## src/rtl/exception_ctrl.sv

```systemverilog
// Exception sequencer: stalls main control, saves EPC, fetches the
// vector byte through the address mux and loads it into PC.
module exception_ctrl #(
    parameter int MEM_LAT = 2
) (
    input  logic        clk,
    input  logic        reset_n,
    input  logic        exc_opcode,
    input  logic        exc_overflow,
    input  logic        exc_divzero,
    input  logic [31:0] mem_data_in,
    output logic        busy,
    output logic [2:0]  addr_sel,
    output logic [31:0] exc_addr,
    output logic        mem_read,
    output logic        epc_write,
    output logic [2:0]  pc_src_sel,
    output logic [31:0] pc_vector,
    output logic        pc_write,
    output logic [1:0]  cause
);

    typedef enum logic [1:0] {
        IDLE,
        SAVE_EPC,
        WAIT_MEM,
        LOAD_PC
    } state_t;

    localparam logic [3:0] CNT_INIT = 4'(MEM_LAT - 1);
    localparam logic [2:0] SEL_EXC  = 3'b100;

    state_t     state_q, state_d;
    logic [3:0] cnt_q, cnt_d;
    logic [1:0] cause_q, cause_d;
    logic [7:0] vec_q, vec_d;

    // Only the low byte of the memory word carries the vector.
    logic unused_mem_hi;
    assign unused_mem_hi = ^mem_data_in[31:8];

    always_ff @(posedge clk or negedge reset_n) begin
        if (!reset_n) begin
            state_q <= IDLE;
            cnt_q   <= 4'd0;
            cause_q <= 2'b00;
            vec_q   <= 8'd0;
        end else begin
            state_q <= state_d;
            cnt_q   <= cnt_d;
            cause_q <= cause_d;
            vec_q   <= vec_d;
        end
    end

    always_comb begin
        state_d = state_q;
        cnt_d   = cnt_q;
        cause_d = cause_q;
        vec_d   = vec_q;
        unique case (state_q)
            IDLE: begin
                if (exc_opcode) begin
                    cause_d = 2'b01;
                    state_d = SAVE_EPC;
                end else if (exc_overflow) begin
                    cause_d = 2'b10;
                    state_d = SAVE_EPC;
                end else if (exc_divzero) begin
                    cause_d = 2'b11;
                    state_d = SAVE_EPC;
                end
            end
            SAVE_EPC: begin
                cnt_d   = CNT_INIT;
                state_d = WAIT_MEM;
            end
            WAIT_MEM: begin
                if (cnt_q == 4'd0) begin
                    vec_d   = mem_data_in[7:0];
                    state_d = LOAD_PC;
                end else begin
                    cnt_d = cnt_q - 4'd1;
                end
            end
            LOAD_PC: begin
                state_d = IDLE;
            end
            default: begin
                state_d = IDLE;
            end
        endcase
    end

    always_comb begin
        busy       = 1'b0;
        addr_sel   = 3'b000;
        mem_read   = 1'b0;
        epc_write  = 1'b0;
        pc_src_sel = 3'b000;
        pc_write   = 1'b0;
        unique case (state_q)
            IDLE: begin
            end
            SAVE_EPC: begin
                busy      = 1'b1;
                epc_write = 1'b1;
                addr_sel  = SEL_EXC;
            end
            WAIT_MEM: begin
                busy     = 1'b1;
                mem_read = 1'b1;
                addr_sel = SEL_EXC;
            end
            LOAD_PC: begin
                busy       = 1'b1;
                pc_write   = 1'b1;
                pc_src_sel = SEL_EXC;
            end
            default: begin
            end
        endcase
    end

    // Vector slots sit at the top of the byte-addressed table: 253..255.
    always_comb begin
        exc_addr = 32'd0;
        unique case (cause_q)
            2'b01:   exc_addr = 32'd253;
            2'b10:   exc_addr = 32'd254;
            2'b11:   exc_addr = 32'd255;
            default: exc_addr = 32'd0;
        endcase
    end

    assign pc_vector = {24'd0, vec_q};
    assign cause     = cause_q;

endmodule
```

## config.mk

```make
export PLATFORM = sky130hd
export DESIGN_NAME = exception_ctrl
export DESIGN_NICKNAME = d
export VERILOG_FILES = /design/src/rtl/exception_ctrl.sv
export SDC_FILE = /design/constraint.sdc
export NUM_CORES = 1
export LEC_CHECK = 0
export CAP_MARGIN = 20
export CELL_PAD_IN_SITES_DETAIL_PLACEMENT = 0
export CELL_PAD_IN_SITES_GLOBAL_PLACEMENT = 1
export CORE_MARGIN = 2
export CORE_UTILIZATION = 19
export DETAILED_ROUTE_END_ITERATION = 10
export GPL_TIMING_DRIVEN = 0
export MAX_ROUTING_LAYER = met4
export PLACE_DENSITY_LB_ADDON = 0.1
export SLEW_MARGIN = 20
export SYNTH_ARGS = -nofsm -noshare
export SYNTH_HDL_FRONTEND = slang
export SYNTH_SLANG_ARGS = --single-unit
```

## constraint.sdc

```tcl
create_clock -name clk -period 1.47 [get_ports clk]
set_input_delay 0.294 -clock clk [delete_from_list [all_inputs] [get_ports clk]]
set_output_delay 0.294 -clock clk [all_outputs]
set_load 0.1 [all_outputs]
```

==> impl_metrics.env <==
export IMPL_endpoint="exc_addr[5]"
export IMPL_tns_ns=-2.60
export IMPL_grt_max_degree=17
export IMPL_cp_startpoint="cause[1]"
export IMPL_period_needed_ns=1.65
export IMPL_wl_per_cell_um=9.06
export IMPL_setup_viol=24
export IMPL_fp_dieH_um=85.4
export IMPL_drt_pass1_iter_count=2
export IMPL_worstPathRequired_ns=1.18
export IMPL_gp_congestion=0.635
export IMPL_clock_skew_ns=0.00395
export IMPL_placementRows=29
export IMPL_drc=0
export IMPL_synth_seq_cells=16
export IMPL_cpLargestDelayFamily="flip-flops"
export IMPL_grt_use_total_pct=8.36
export IMPL_slew_viol_final=0
export IMPL_fillCellCount=628
export IMPL_grt_ovfl_total=0
export IMPL_slew_headroom_pct=51.0
export IMPL_placed_area_um2=2040
export IMPL_syn_area_um2=1260
export IMPL_rsz0062_at_grt="yes"
export IMPL_hp_class="input pin to async pin"
export IMPL_worstSetupPathType="flop to output port"
export IMPL_layout_nets=287
export IMPL_grt_pass1_vias=1003
export IMPL_core_area_um2=6390
export IMPL_crit_buf_inv=2
export IMPL_start_kind="flop"
export IMPL_worst_ep_arrival_time_ns=1.35
export IMPL_rr_startpoint="cnt_q[1]"
export IMPL_clock_path_buffers=2
export IMPL_hold_violations=0
export IMPL_wl_um=2900
export IMPL_path_cells="or2_4, buf_12, buf_12"
export IMPL_cts_root_buffer="clkbuf_8"
export IMPL_clkSinkCount=16
export IMPL_cp_end_kind="output port"
export IMPL_vias_per_cell=3.25
export IMPL_status="complete, but fails checks"
export IMPL_grt_pass1_wl_um=4640
export IMPL_hpwl_um=2070
export IMPL_violations="setup timing"
export IMPL_dp_cells=292
export IMPL_cp_max_fo=6
export IMPL_worstMarginPinSlew_ns=0.733
export IMPL_antenna_found_initial=0
export IMPL_finalCritPeriodShare_pct=112
export IMPL_stdcell_count=320
export IMPL_initial_core_util_pct=19.7
export IMPL_drive_gt1_share_pct=58.8
export IMPL_syn_inst=128
export IMPL_cts_tree="done"
export IMPL_reg2reg_slack_ns=-0.17
export IMPL_numCtsBuffers=3
export IMPL_cp_depth=3
export IMPL_final_area_um2=2510
export IMPL_hold_buffers=0
export IMPL_die_area_um2=7280
export IMPL_yosysWarnings=0
export IMPL_die_x_um=85.4
export IMPL_drt_iter0_drc=8
export IMPL_antennaDiodeCount=0
export IMPL_maxCapViolCount=0
export IMPL_pre_cts_slack_ns=-0.881
export IMPL_cpPeakStageDelay_ns=0.48
export IMPL_crit_path_top_delay_cell="dfrtp_4"
export IMPL_postRouteAntennaNets=0
export IMPL_fmax_mhz=607
export IMPL_clk_latency_ns=0.25
export IMPL_num_vias=1040
export IMPL_reg2reg_depth=5
export IMPL_port_buffer_count=36
export IMPL_path_clk_slew_ns=0.06
export IMPL_post_synth_cell_area_avg_um2=9.82
export IMPL_ys_seq_area_share_pct=31.8
export IMPL_setup_ws_ns=-0.179
export IMPL_syn2layout_area_growth_pct=99.6
export IMPL_r2r_end="state_q[1]"
export IMPL_cts_htree_levels=1
export IMPL_cp_common_cell="buf_12"
export IMPL_yosysUniqueCellTypes=29
export IMPL_num_io_pins=113
placed cells by master, fill, tap and decap left out, types with 2 or more instances in the layout:
master,n
buf_12,17
clkdlybuf4s50_1,12
buf_4,67
nor2_1,2
buf_8,2
buf_2,9
buf_6,12
inv_2,3
o21ai_0,2
nand2_1,5
clkbuf_8,3
mux2_4,9
dfrtp_1,14
ha_4,5
conb_1,52
clkbuf_2,2
dfrtp_4,2
per-layer routing:
metal  vias to the layer above  share of wire [%]  global-route usage [%]
met2                        64                 48                    14.6
met3                         5                 10                    1.36
met4                         0                2.3                    4.33
met1                       437                 40                    9.06
li1                        534                  -                       -
met5                         -                  0                       -
stage by stage:
step | utilization [%] | hold slack, ns
3_3_place_gp | 32.0 | 0.477
3_5_place_dp | 32.0 | 0.486
6_report | 39.3 | 0.477
2_1_floorplan | - | -0.00159
4_1_cts | 38.6 | 0.518
5_1_grt | 39.3 | 0.541
synthesized netlist by cell type:
cell type,count,area share [%]
a21oi_1,1,0.40
a21oi_2,1,0.70
a22oi_1,1,0.60
and4bb_2,1,0.99
buf_2,1,0.40
buf_4,60,36
clkbuf_1,2,0.60
conb_1,1,0.30
dfrtp_1,16,32
ha_1,6,6.0
inv_1,6,1.8
mux2_1,1,0.90
mux2_2,8,7.2
mux2i_1,1,0.80
nand2_1,5,1.5
nand2b_1,1,0.50
nor2_1,2,0.60
nor3_1,1,0.40
nor3b_1,1,0.60
nor4b_2,1,1.2
o21ai_0,2,0.80
o21bai_1,2,1.2
o221ai_1,1,0.70
o22a_1,1,0.70
o2bb2ai_1,1,0.70
o32a_2,1,0.90
or2_2,1,0.50
or2b_1,1,0.60
or3b_4,1,0.90
how the worst min path moves through the flow:
stage               startpoint        to  depth (start not counted)
finish                 reset_n  cnt_q[3]                          1
global route           reset_n  vec_q[5]                          1
CTS                    reset_n  cnt_q[3]                          1
detailed placement    cnt_q[0]  cnt_q[0]                          1
global placement      cnt_q[0]  cnt_q[0]                          1
floorplan              reset_n  cnt_q[0]                          0
flip-flops by register name, summed over array words and instances (netlist names):
register  cells
state_q       2
cnt_q         4
cause         2
vec_q         8
repair_timing:
item,4_1_cts,5_1_grt
gates resized for setup,181,22
gates cloned,1,0
setup buffers,17,7
pin swaps,3,5
endpoints found under the setup margin,36,32
worst register-to-register path, cell delays in order, from the launching register on:
cell and delay (ns):
dfrtp_1 0.39, inv_2 0.08, ha_4 0.15, or3b_4 0.41
a21oi_4 0.17, mux2_4 0.32
logic make-up (layout without fill, tap and decap cells):
| family | count (synthesis) | after routing | synth area share, % |
|---|---|---|---|
| other cells | 1 | 52 | 0.298 |
| compound gates | 11 | 11 | 6.67 |
| flops | 16 | 16 | 31.8 |
| buf+inv | 69 | 133 | 38.6 |
| mux | 10 | 10 | 8.86 |
| simple gates | 15 | 15 | 7.76 |
| fa+ha+maj | 6 | 6 | 5.97 |
area by class of cell:
type	count	area, um2	area share [%]
buffer	62	542	21.6
sequential	16	408	16.3
timing repair buffer	61	677	27.0
inverter	6	31.3	1.25
multi-input combinational	94	711	28.3
clock buffer	4	45.0	1.79
tap	77	96.3	3.84
Power is not shown: default switching activity piles up to over one toggle a cycle in this logic, so the estimate is an artifact.
